--- src/rtl/gpa_spi_pkg.sv ---
// Shared types and constants for the GPA-FHDO SPI transfer engine.
package gpa_spi_pkg;

    localparam int RD_FLAG_BIT = 30;
    localparam int PAYLOAD_LSB = 0;

    typedef enum logic [2:0] {
        ST_IDLE,
        ST_LEAD,
        ST_SHIFT_HI,
        ST_SHIFT_LO,
        ST_TRAIL,
        ST_GAP
    } state_t;

    // Number of SCLK periods in a frame, selected by the command's read flag.
    function automatic int frame_len(input logic rd, input int word_w, input int rd_bits);
        return rd ? rd_bits : word_w;
    endfunction

endpackage

--- src/rtl/gpa_word_fifo.sv ---
// Synchronous word FIFO with async reset; full/empty/level derived from wrap-bit pointers.
module gpa_word_fifo #(
    parameter int WIDTH = 25,
    parameter int DEPTH = 4
) (
    input  logic                     clk,
    input  logic                     rst,
    input  logic                     push,
    input  logic [WIDTH-1:0]         wdata,
    input  logic                     pop,
    output logic [WIDTH-1:0]         rdata,
    output logic                     full,
    output logic                     empty,
    output logic [$clog2(DEPTH):0]   level
);

    localparam int AW = $clog2(DEPTH);
    localparam logic [AW:0] PTR_ONE  = (AW+1)'(1);
    localparam logic [AW:0] FULL_LVL = (AW+1)'(DEPTH);

    logic [WIDTH-1:0] mem [DEPTH];
    logic [AW:0]      wptr;
    logic [AW:0]      rptr;
    logic             do_push;
    logic             do_pop;

    assign level   = wptr - rptr;
    assign full    = (level == FULL_LVL);
    assign empty   = (wptr == rptr);
    assign do_push = push && !full;
    assign do_pop  = pop && !empty;
    assign rdata   = mem[rptr[AW-1:0]];

    // NOTE: storage is deliberately left out of reset; only the pointers define validity.
    always_ff @(posedge clk) begin
        if (do_push) mem[wptr[AW-1:0]] <= wdata;
    end

    // NOTE: sequential state uses non-blocking assignments so every register samples pre-edge values.
    always_ff @(posedge clk or posedge rst) begin
        if (rst) begin
            wptr <= '0;
            rptr <= '0;
        end else begin
            if (do_push) wptr <= wptr + PTR_ONE;
            if (do_pop)  rptr <= rptr + PTR_ONE;
        end
    end

endmodule

--- src/rtl/gpa_spi_xfer_engine.sv ---
// SPI transfer engine for the GPA-FHDO DAC/ADC link: word FIFO, framed SCLK/CSN/SDO, atomic ADC capture.
module gpa_spi_xfer_engine
    import gpa_spi_pkg::*;
#(
    parameter int WORD_W     = 24,
    parameter int RD_BITS    = 32,
    parameter int RX_W       = 16,
    parameter int FIFO_DEPTH = 4,
    parameter int DIV_W      = 6,
    parameter int CS_GAP     = 1
) (
    input  logic                          clk,
    input  logic                          rst,
    input  logic [31:0]                   data_i,
    input  logic                          valid_i,
    output logic                          ready_o,
    input  logic [DIV_W-1:0]              spi_clk_div_i,
    output logic [RX_W-1:0]               adc_value_o,
    output logic                          adc_valid_o,
    output logic                          fhd_clk_o,
    output logic                          fhd_sdo_o,
    output logic                          fhd_csn_o,
    input  logic                          fhd_sdi_i,
    output logic                          busy_o,
    output logic                          overflow_o,
    output logic [$clog2(FIFO_DEPTH):0]   fifo_level_o
);

    localparam int MAX_N = (RD_BITS > WORD_W) ? RD_BITS : WORD_W;
    localparam int CNT_W = $clog2(MAX_N + 1);
    localparam int GAP_W = $clog2(2 * CS_GAP + 1);

    localparam logic [CNT_W-1:0] CNT_ONE   = CNT_W'(1);
    localparam logic [CNT_W-1:0] CAP_START = CNT_W'(RD_BITS - RX_W);
    localparam logic [DIV_W-1:0] DIV_ONE   = DIV_W'(1);
    localparam logic [GAP_W-1:0] GAP_ONE   = GAP_W'(1);
    localparam logic [GAP_W-1:0] GAP_LAST  = GAP_W'(2 * CS_GAP - 1);

    state_t            state;
    state_t            state_n;
    logic              pop;
    logic              fifo_full;
    logic              fifo_empty;
    logic [WORD_W:0]   fifo_rdata;

    logic [WORD_W-1:0] shreg;
    logic              rd_lat;
    logic [CNT_W-1:0]  n_lat;
    logic [DIV_W-1:0]  div_lat;
    logic [DIV_W-1:0]  div_cnt;
    logic [CNT_W-1:0]  bit_cnt;
    logic [GAP_W-1:0]  gap_cnt;
    logic [RX_W-1:0]   cap;

    logic              half_end;
    logic              last_bit;
    logic              gap_end;
    logic              unused_bits;

    assign unused_bits = ^data_i;

    gpa_word_fifo #(
        .WIDTH (WORD_W + 1),
        .DEPTH (FIFO_DEPTH)
    ) u_fifo (
        .clk   (clk),
        .rst   (rst),
        .push  (valid_i),
        .wdata ({data_i[RD_FLAG_BIT], data_i[PAYLOAD_LSB +: WORD_W]}),
        .pop   (pop),
        .rdata (fifo_rdata),
        .full  (fifo_full),
        .empty (fifo_empty),
        .level (fifo_level_o)
    );

    assign ready_o  = !fifo_full;
    assign busy_o   = (state != ST_IDLE) || !fifo_empty;
    assign half_end = (div_cnt == div_lat);
    assign last_bit = ((bit_cnt + CNT_ONE) == n_lat);
    assign gap_end  = half_end && (gap_cnt == GAP_LAST);

    assign fhd_csn_o = !(state inside {ST_LEAD, ST_SHIFT_HI, ST_SHIFT_LO, ST_TRAIL});
    assign fhd_clk_o = (state == ST_SHIFT_HI);
    assign fhd_sdo_o = (state == ST_SHIFT_HI) && shreg[WORD_W-1];

    always_ff @(posedge clk or posedge rst) begin
        if (rst) state <= ST_IDLE;
        else     state <= state_n;
    end

    // The last GAP cycle may pop directly so queued frames see exactly CS_GAP*2H of CSN high.
    always_comb begin
        // NOTE: defaults first, so no path through the case leaves a signal unassigned (no latch).
        state_n = state;
        pop     = 1'b0;
        case (state)
            ST_IDLE: begin
                if (!fifo_empty) begin
                    pop     = 1'b1;
                    state_n = ST_LEAD;
                end
            end
            ST_LEAD:     if (half_end) state_n = ST_SHIFT_HI;
            ST_SHIFT_HI: if (half_end) state_n = ST_SHIFT_LO;
            ST_SHIFT_LO: if (half_end) state_n = last_bit ? ST_TRAIL : ST_SHIFT_HI;
            ST_TRAIL:    if (half_end) state_n = ST_GAP;
            ST_GAP: begin
                if (gap_end) begin
                    if (!fifo_empty) begin
                        pop     = 1'b1;
                        state_n = ST_LEAD;
                    end else begin
                        state_n = ST_IDLE;
                    end
                end
            end
            default: state_n = ST_IDLE;
        endcase
    end

    always_ff @(posedge clk or posedge rst) begin
        if (rst) begin
            shreg       <= '0;
            rd_lat      <= 1'b0;
            n_lat       <= '0;
            div_lat     <= '0;
            div_cnt     <= '0;
            bit_cnt     <= '0;
            gap_cnt     <= '0;
            cap         <= '0;
            adc_value_o <= '0;
            adc_valid_o <= 1'b0;
            overflow_o  <= 1'b0;
        end else begin
            adc_valid_o <= 1'b0;
            if (valid_i && fifo_full) overflow_o <= 1'b1;

            if (pop) begin
                shreg   <= fifo_rdata[WORD_W-1:0];
                rd_lat  <= fifo_rdata[WORD_W];
                n_lat   <= CNT_W'(frame_len(fifo_rdata[WORD_W], WORD_W, RD_BITS));
                div_lat <= spi_clk_div_i;
                div_cnt <= '0;
                bit_cnt <= '0;
                gap_cnt <= '0;
            end else if (state != ST_IDLE) begin
                div_cnt <= half_end ? '0 : div_cnt + DIV_ONE;

                // Sample SDI on the edge that drives SCLK low; only the trailing RX_W bits are kept.
                if (state == ST_SHIFT_HI && half_end && rd_lat && bit_cnt >= CAP_START)
                    cap <= RX_W'({cap, fhd_sdi_i});

                if (state == ST_SHIFT_LO && half_end) begin
                    bit_cnt <= bit_cnt + CNT_ONE;
                    shreg   <= shreg << 1;
                end

                if (state == ST_TRAIL && half_end) begin
                    gap_cnt <= '0;
                    if (rd_lat) begin
                        adc_value_o <= cap;
                        adc_valid_o <= 1'b1;
                    end
                end

                if (state == ST_GAP && half_end) gap_cnt <= gap_cnt + GAP_ONE;
            end
        end
    end

endmodule

--- config.mk ---
export PLATFORM = sky130hd
export DESIGN_NAME = gpa_spi_xfer_engine
export DESIGN_NICKNAME = d
export VERILOG_FILES = /design/src/rtl/gpa_spi_pkg.sv /design/src/rtl/gpa_word_fifo.sv /design/src/rtl/gpa_spi_xfer_engine.sv
export SDC_FILE = /design/constraint.sdc
export NUM_CORES = 1
export LEC_CHECK = 0
export CORE_ASPECT_RATIO = 1.75
export CORE_MARGIN = 2
export CORE_UTILIZATION = 38
export CTS_CLUSTER_DIAMETER = 120
export DETAILED_ROUTE_END_ITERATION = 7
export GPL_ROUTABILITY_DRIVEN = 0
export PLACE_DENSITY_LB_ADDON = 0.15
export SETUP_SLACK_MARGIN = 0.4
export SYNTH_ARGS = -nofsm -noshare
export SYNTH_HDL_FRONTEND = slang
export SYNTH_SLANG_ARGS = --single-unit
--- constraint.sdc ---
create_clock -name clk -period 3.94 [get_ports clk]
set_input_delay 0.788 -clock clk [delete_from_list [all_inputs] [get_ports clk]]
set_output_delay 0.788 -clock clk [all_outputs]
set_load 0.1 [all_outputs]
==> results of run 1 <==
==> power groups by stage <==
| stage | logic (uW) | registers, uW | clock network (uW) |
|---|---|---|---|
| 2_1_floorplan | 1440 | 2810 | 0 |
| 3_3_place_gp | 1890 | 2850 | 0 |
| 3_5_place_dp | 1920 | 2870 | 0 |
| 4_1_cts | 1920 | 2830 | 1790 |
| 5_1_grt | 2050 | 2880 | 1860 |
| 6_report | 1870 | 2820 | 1740 |
==> cells in the mapped netlist, types with 2 or more instances <==
cell type  number
or3_1           7
xnor2_1        11
a31oi_1         4
mux2i_1        23
mux2_1         19
ha_1           10
and3_1          2
buf_1           2
and2_1          7
nand2_1        38
edfxtp_1      100
inv_1          14
nor3_1          2
mux4_2         25
nand2b_1        3
buf_2           7
o21ai_1        13
nand3_1         8
dfrtp_1        89
mux2_2         20
xor2_1          6
a22o_1          2
o21ai_0        25
clkbuf_1       11
a21oi_1        16
nand4b_1        3
==> sequential cells by signal, summed over array words and instances, names as in the netlist <==
register / flops
shreg: 24
cap: 16
n_lat: 1
u_fifo.wptr: 3
u_fifo.rptr: 3
adc_valid_o: 1
gap_cnt: 2
bit_cnt: 6
overflow_o: 1
rd_lat: 1
u_fifo.mem: 100
adc_value_o: 16
state: 3
div_lat: 6
div_cnt: 6
==> worst paths after layout <==
check                                startpoint               end  slack (ns)  depth (start not counted)
min in group asynchronous                   rst   adc_value_o[14]        0.75                          3
worst max register to register   u_fifo.wptr[0]  u_fifo.mem[3][5]        1.21                          7
worst min register to register  adc_value_o[11]   adc_value_o[11]        0.49                          1
worst min-delay path            adc_value_o[11]   adc_value_o[11]        0.49                          1
max in group asynchronous                   rst        div_lat[4]        2.78                          3
worst max-delay path             u_fifo.rptr[1]            busy_o        0.83                          6
==> layer usage <==
metal / part of all wire (%) / GRT usage, % / routed length [um] / vias to the layer above
met2: 57 / 26.1 / 7920 / 58
met1: 39 / 14.8 / 5480 / 2128
met3: 2.7 / 3.08 / 371 / 14
met5: 0 / 0 / 0 / -
li1: - / - / - / 1946
met4: 1.6 / 5.51 / 217 / 0
==> layout make-up <==
| class | count | share of cell area [%] |
|---|---|---|
| flip-flops and latches | 189 | 56.6 |
| multi-input cells | 263 | 25.7 |
| repair buffers | 68 | 7.34 |
| clock buffers | 19 | 4.69 |
| well taps | 248 | 3.36 |
| clock inverters | 13 | 1.77 |
| inverters | 14 | 0.582 |
==> kinds of logic (layout without fill, tap and decap cells) <==
logic type,Yosys count,after routing,share of synthesized area (%)
compound gates,67,67,4.96
mux,87,87,16.0
simple gates,81,81,5.57
xor+xnor,17,17,1.93
buf+inv,36,114,2.01
flops,189,189,67.7
fa+ha+maj,11,11,1.88
==> worst max-delay path, cell delays in order, from the launching register on <==
cell and delay (ns):
dfrtp_1 0.68, inv_1 0.13, ha_1 0.33, and3_1 0.18, and2_1 0.19, inv_1 0.18
buf_12 0.20
==> stage by stage <==
stage	hold slack (ns)	total power, uW	util (%)	setup slack (ns)
final	0.491	6440	45.9	0.829
after global routing	0.516	6790	45.9	0.646
after CTS	0.496	6550	45.9	0.813
after detailed placement	0.481	4790	43.0	1.22
after global placement	0.462	4730	43.0	1.20
after floorplan	0.452	4250	-	0.392
==> reports/summary.txt, run 1 <==
status -> finished clean
leading cell type in the layout, fill and taps excluded -> edfxtp_1
Die Span Y -> 193 um
Combinational Power Share -> 29.1%
# rows -> 69
Die W -> 112 um
Hold-fix buffers, CTS -> 0
fin crit period -> 3.11 ns
CTS sink cnt -> 189
PD cells -> 697 nW/um^2
top post-synthesis cells by area -> edfxtp_1 (39%), dfrtp_1 (29%), mux4_2 (7.3%)
Critical Path End Type -> output pin
Post-CTS Resized -> 0
post-DP HPWL -> 8880 um
vias per cell -> 5.09
DIE AREA -> 21500 um^2
dpl cell area -> 8640 um^2
core footprint -> 20100 um^2
Post-Syn Area -> 7720 um^2
Yosys warnings -> 0
max-slew violations -> 0
Setup TNS -> 0 ns
Final Hold Viols -> 0
Clk pin slew, worst setup/hold paths -> 0.07 ns
fmax -> 321 MHz
Setup CP Type -> reg2out
Worst Setup Start Kind -> register
multi-input logic area -> 2370 um^2
Net Count, Synth -> 541
Synth area leader -> edfxtp_1
share of power burned in registers -> 43.9%
drt first pass iters -> 6
async set or reset register ratio after synthesis -> 47.1%
pin count of the biggest net entering global routing -> 90
Finished Cell Area -> 9240 um^2
Setup violations, final -> 0
NumNets Final -> 606
port bufs -> 60
GR Util All Layers -> 13.8%
Via Count -> 4146
Synth top area share -> 38.9%
Internal -> 4290 uW
drt wl/cell -> 17.2 um
switching power -> 2150 uW
Non-Filler Instances -> 814
Sw Share -> 33.4%
CTS HTree Levels -> 4
synth unique cells -> 47
initial antenna violation count -> 0
LEAKAGE -> 0.00355 uW
Top-Level Pins -> 68
clk_skew -> 0.00734 ns
Max Cap Viol -> 0
period utilisation layout -> 79.0%
postcts setup bufs -> 0
overflow left after global routing -> 0
sequential fraction of the synthesis area -> 67.7%
Layout fillers -> 1793
Worst EP required -> 3.15 ns
ANT nets after route -> 0
area grow syn2layout -> 19.6%
Worst-Margin Slew -> 1.02 ns
clock share of power -> 27.1%
total routed wirelength -> 14000 um
Clock Latency Late Sink -> 0.43 ns
ys flop type -> edfxtp_1
unrepaired setup endpoints after global routing -> false
ANT cells -> 0
Rel. slew slack -> 31.6%
EDFF count, synth -> 100
vias in the first global route -> 4472
first-pass GRT wire length -> 22700 um
crit path DAT -> 2.32 ns
commonest non-fill, non-tap cells in the layout -> edfxtp_1 (100), dfrtp_1 (89), clkdlybuf4s50_1 (52), nand2_1 (38)
CTS tree -> done
Starting Density -> 38.4%
FF/Latch Area -> 5230 um^2
CTS buffer count -> 17
Max VDD drop -> 0.551 mV
placed insts -> 782
Worst Path Max Fanout -> 10
fraction of layout cells with a size suffix above 1 -> 17.8%
HP Class -> reg2reg
#FFs+latches synth -> 189
CTS Buffer Depth -> 2
Residual DRC -> 0
clk root buf -> clkbuf_16
Avg Cell Area, Syn -> 15.8 um^2
DR iter-0 viols -> 199
synthesized instance count -> 488
No activity file was read; power rests on OpenSTA's default activity.
==> run 2, diff against run 1 <==
Clock period 3.94 ns to 2.9 ns, I/O delays scaled along.
==> reports/summary.txt, run 2 (same netlist as run 1, synthesis figures left out) <==
status -> finished clean
vias in the first global route -> 4581 (+2.4%)
period utilisation layout -> 85.6%
Core Util, Final -> 47.0% (+1.1 points)
Top-Level Pins -> 68 (unchanged)
LEAKAGE -> 0.00369 uW (+4.2%)
Max Cap Viol -> 0 (unchanged)
slowest CP cell -> dfrtp_1
Worst EP required -> 2.32 ns (-0.83 ns)
CTS tree -> done
ANT cells -> 0 (unchanged)
Starting Density -> 38.4% (unchanged)
CTS HTree Levels -> 4 (unchanged)
placed insts -> 783 (+0.13%)
Critical Path End Type -> output pin
fraction of layout cells with a size suffix above 1 -> 25.4% (+7.5 points)
leading cell type in the layout, fill and taps excluded -> edfxtp_1
ANT nets after route -> 0 (unchanged)
Place WS -> 0.339 ns (-0.881 ns)
Via Count -> 4215 (+1.7%)
Largest stage delay, worst path -> 0.41 ns (-0.27 ns)
Max VDD drop -> 0.582 mV (+5.5%)
Clk pin slew, worst setup/hold paths -> 0.07 ns (about the same)
post-DP HPWL -> 8980 um (+1.1%)
NumNets Final -> 615 (+1.5%)
PD cells -> 986 nW/um^2 (+42%)
max reg flops -> 100 (unchanged)
vias per cell -> 5.12 (+0.55%)
crit path DAT -> 1.90 ns (-0.42 ns)
pin count of the biggest net entering global routing -> 71 (-21%)
overflow left after global routing -> 0 (unchanged)
family with the most delay on the worst path -> adder cells
HP Class -> reg2reg
Rel. slew slack -> 56.1% (+25 points)
Setup violations, final -> 0 (unchanged)
GR Util All Layers -> 13.8% (+0.017 points)
# rows -> 69 (unchanged)
Worst Path Max Fanout -> 3 (-7)
DIE AREA -> 21500 um^2 (unchanged)
worst-path cell chain -> ha_4, fa_2, xnor2_4, nand3_4, buf_12
Setup TNS -> 0 ns (unchanged)
Final Hold Viols -> 0 (unchanged)
Layout fillers -> 1766 (-1.5%)
unrepaired setup endpoints after global routing -> true
WP buf/inv -> 1 (-2)
fmax -> 403 MHz
commonest non-fill, non-tap cells in the layout -> edfxtp_1 (100), dfrtp_1 (88), nand2_1 (38), buf_4 (36), clkdlybuf4s50_1 (34)
drt first pass iters -> 4 (-2)
core footprint -> 20100 um^2 (unchanged)
first-pass GRT wire length -> 23200 um (+2.0%)
max-slew violations -> 0 (unchanged)
Die Span Y -> 193 um (unchanged)
DR iter-0 viols -> 190 (-4.5%)
Worst-Margin Slew -> 0.658 ns (-0.365 ns)
Clock Latency Late Sink -> 0.43 ns (about the same)
clk_skew -> 0.0117 ns (+0.00440 ns)
Residual DRC -> 0 (unchanged)
Die W -> 112 um (unchanged)
total routed wirelength -> 14100 um (+0.64%)
CTS buffer count -> 17 (unchanged)
drt wl/cell -> 17.1 um (-0.46%)
Worst Setup Start Kind -> register
clk root buf -> clkbuf_16
fin crit period -> 2.48 ns
area grow syn2layout -> 22.5%
Non-Filler Instances -> 823 (+1.1%)
CTS sink cnt -> 189 (unchanged)
initial antenna violation count -> 0 (unchanged)
Setup CP Type -> reg2out
worst setup margin -> 0.418 ns (-0.411 ns)
CTS Buffer Depth -> 2 (unchanged)
port bufs -> 60 (unchanged)
==> run 2: changes by cell type in the layout (fill, tap and decap cells not counted), moves of 3 or more <==
cell             delta
and2_4              +6
inv_1               -3
buf_12              +4
buf_4              +23
and2_1              -6
clkdlybuf4s50_1    -18
==> run 2: path summary, 6_finish.rpt <==
check	start	to	slack [ns]	depth (start not counted)
setup / recovery	u_fifo.rptr[0]	ready_o	0.42	5
hold / removal	overflow_o	overflow_o	0.49	1
setup reg to reg	u_fifo.rptr[0]	u_fifo.mem[3][3]	0.48	6
hold reg to reg	overflow_o	overflow_o	0.49	1
max in group asynchronous	rst	shreg[5]	1.67	3
min in group asynchronous	rst	div_cnt[4]	0.53	2
==> run 2: layout make-up <==
type / count / area (um^2) / share of cell area [%]
Clock inverter: 11 / 150 / 1.59
Timing Repair Buffer: 77 / 751 / 7.93
Sequential cell: 189 / 5230 / 55.3
Multi-Input combinational cell: 263 / 2480 / 26.2
Tap cell: 248 / 310 / 3.28
Inverter: 14 / 60.1 / 0.635
Clock buffer: 21 / 483 / 5.10
==> run 2: power by group <==
group	switching [uW]	leakage, uW	internal (uW)
clock	1000	0.000317	1470
sequential	325	0.00207	3510
combinational	1750	0.00131	1270
==> run 2: stage by stage <==
| stage | cell area, um^2 | hold WS (ns) | power [uW] |
|---|---|---|---|
| floorplan | 7820 | 0.452 | 5900 |
| global placement | 8720 | 0.468 | 6720 |
| detailed placement | 8720 | 0.478 | 6790 |
| CTS | 9410 | 0.496 | 9380 |
| global route | 9460 | 0.516 | 9800 |
| finish | 9460 | 0.493 | 9330 |
==> run 2: repair_timing <==
action | CTS | global route
setup endpoints to repair | 104 | 19
hold buffers | 0 | 0
hold endpoints to repair | 0 | 0
pin swaps | 1 | 1
setup buffers | 4 | 4
cloned | 0 | 0
resized for setup | 5 | 6
==> run 2: routing by layer <==
metal	GRT usage, %	share of wire, %	vias up
met5	0	0	-
met4	5.13	1.5	0
met3	3.33	2.4	12
met2	25.8	56	53
met1	15.1	40	2180
li1	-	-	1970
==> run 3, diff against run 2 <==
--- a/config.mk
+++ b/config.mk
@@ -14,3 +14,2 @@
 export PLACE_DENSITY_LB_ADDON = 0.15
-export SETUP_SLACK_MARGIN = 0.4
 export SYNTH_ARGS = -nofsm -noshare
==> constraint.sdc (replaced) <==
create_clock -name clk -period 2.9 [get_ports clk]
set_input_delay 0.435 -clock clk [delete_from_list [all_inputs] [get_ports clk]]
set_output_delay 0.435 -clock clk [all_outputs]
set_load 0.1 [all_outputs]
==> reports/summary.txt, run 3 (same netlist as run 1, synthesis figures left out) <==
Max Cap Viol -> 0 (unchanged)
share of power burned in registers -> 43.4% (+2.3 points)
CTS Buffer Depth -> 2 (unchanged)
max reg flops -> 100 (unchanged)
Setup CP Type -> reg2out
Internal -> 5870 uW (-6.1%)
CTS buffer count -> 17 (unchanged)
pin count of the biggest net entering global routing -> 64 (-9.9%)
Largest stage delay, worst path -> 0.39 ns (-0.02 ns)
fmax -> 365 MHz (-9.3%)
clock share of power -> 24.3% (-2.2 points)
Setup violations, final -> 0 (unchanged)
port bufs -> 60 (unchanged)
FF-to-FF End -> u_fifo.mem[3][2]
Critical path origin -> u_fifo.rptr[1]
Final Hold Viols -> 0 (unchanged)
commonest non-fill, non-tap cells in the layout -> edfxtp_1 (100), dfrtp_1 (89), nand2_1 (38), clkdlybuf4s50_1 (34), buf_4 (29)
vias in the first global route -> 4510 (-1.5%)
crit path DAT -> 2.30 ns (+0.40 ns)
clk_skew -> 0.00879 ns (-0.00295 ns)
Setup TNS -> 0 ns (unchanged)
worst-path cell chain -> clkbuf_8, inv_1, ha_1, and3_1, and2_1, inv_1, buf_12
Via Count -> 4227 (+0.28%)
PD cells -> 947 nW/um^2 (-4.0%)
GR Util All Layers -> 14.2% (+0.35 points)
Hold-fix buffers, CTS -> 0 (unchanged)
ANT nets after route -> 0 (unchanged)
Top-Level Pins -> 68 (unchanged)
Residual DRC -> 0 (unchanged)
Rel. slew slack -> 56.1% (about the same)
drt first pass iters -> 5 (+1)
# rows -> 69 (unchanged)
Die Span Y -> 193 um (unchanged)
first-pass GRT wire length -> 23400 um (+1.0%)
total routed wirelength -> 14200 um (+0.71%)
Die W -> 112 um (unchanged)
status -> finished clean
fin crit period -> 2.74 ns (+0.254 ns)
period utilisation layout -> 94.3% (+8.8 points)
DR iter-0 viols -> 194 (+2.1%)
initial antenna violation count -> 0 (unchanged)
Worst-Margin Slew -> 0.659 ns (+0.000501 ns)
Combinational Power Share -> 32.3% (about the same)
vias per cell -> 5.15 (+0.53%)
area grow syn2layout -> 20.5%
NumNets Final -> 613 (-0.33%)
Max VDD drop -> 0.448 mV (-23%)
cells on worst reg2reg path -> 7 (+1)
LEAKAGE -> 0.00364 uW (-1.5%)
DIE AREA -> 21500 um^2 (unchanged)
Critical Path Most Common Cell -> inv_1
slowest CP cell -> dfrtp_1
Clk pin slew, worst setup/hold paths -> 0.06 ns (about the same)
r2r setup slk -> 0.25 ns (-0.23 ns)
switching power -> 2940 uW (-4.5%)
Critical Path End Type -> output pin
post-DP HPWL -> 9370 um (+4.3%)
worst r2r src -> u_fifo.wptr[0]
CTS tree -> done
drt wl/cell -> 17.3 um (+0.96%)
Clock Latency Late Sink -> 0.43 ns (about the same)
Worst EP required -> 2.47 ns (+0.15 ns)
ANT cells -> 0 (unchanged)
Starting Density -> 38.4% (unchanged)
overflow left after global routing -> 0 (unchanged)
clk root buf -> clkbuf_16
HP Class -> in2async
max-slew violations -> 0 (unchanged)
Sw Share -> 33.3% (+0.38 points)
CTS HTree Levels -> 4 (unchanged)
CTS sink cnt -> 189 (unchanged)
Worst Path Max Fanout -> 27 (+24)
core footprint -> 20100 um^2 (unchanged)
fraction of layout cells with a size suffix above 1 -> 22.5% (-2.9 points)
Power Total -> 8810 uW (-5.5%)
leading cell type in the layout, fill and taps excluded -> edfxtp_1
unrepaired setup endpoints after global routing -> false
Worst Setup Start Kind -> register
[run 3: cell type report]
| cell class | count | area, um^2 |
|---|---|---|
| fill | 1789 | 10800 |
| sequential | 189 | 5230 |
| multi-input combinational | 263 | 2390 |
| timing repair buffer | 75 | 792 |
| clock buffer | 20 | 437 |
| tap | 248 | 310 |
| clock inverter | 12 | 97.6 |
| inverter | 14 | 53.8 |
[run 3: worst max-delay path by stage]
stage,end,depth (start not counted)
5_1_grt,busy_o,7
4_1_cts,busy_o,7
3_5_place_dp,u_fifo.mem[3][3],7
2_1_floorplan,busy_o,7
3_3_place_gp,u_fifo.mem[3][2],7
6_report,busy_o,7
[run 3: per-stage QoR]
step | cell area [um^2] | utilization [%] | std cells | hold slack [ns] | setup slack (ns)
2_1_floorplan | 7760 | - | 488 | 0.452 | 0.0932
3_3_place_gp | 8770 | 43.6 | 789 | 0.466 | 0.343
3_5_place_dp | 8770 | 43.6 | 789 | 0.464 | 0.245
4_1_cts | 9300 | 46.2 | 821 | 0.286 | 0.0232
5_1_grt | 9310 | 46.3 | 821 | 0.301 | 0.00602
6_report | 9310 | 46.3 | 821 | 0.291 | 0.164
[run 3: layer usage]
layer	up-vias	global-route usage, %	share of wire (%)
li1	1964	-	-
met1	2186	15.7	40
met2	56	25.8	55
met3	21	3.30	3.0
met4	0	6.27	2.1
met5	-	0	0
[run 3: timing repair]
action / in CTS / in global routing
setup buffers: 0 / 0
gates resized for setup: 0 / 2
setup endpoints to repair: 0 / 1
[run 3: power by group through the flow]
| stage | Sequential, uW | Combinational (uW) | Clock, uW |
|---|---|---|---|
| 6_report | 3820 | 2850 | 2140 |
| 2_1_floorplan | 3810 | 2000 | 0 |
| 3_3_place_gp | 3850 | 2870 | 0 |
| 4_1_cts | 3830 | 2910 | 2220 |
| 5_1_grt | 3890 | 3100 | 2320 |
| 3_5_place_dp | 3880 | 2900 | 0 |
[run 3: worst max-delay path, delay by kind of cell, from the launching register on]
family | cells | cell delay [ns]
and+or+nand+nor | 2 | 0.37
DFF | 1 | 0.39
adders and majority gates | 1 | 0.31
buffers and inverters | 4 | 0.80
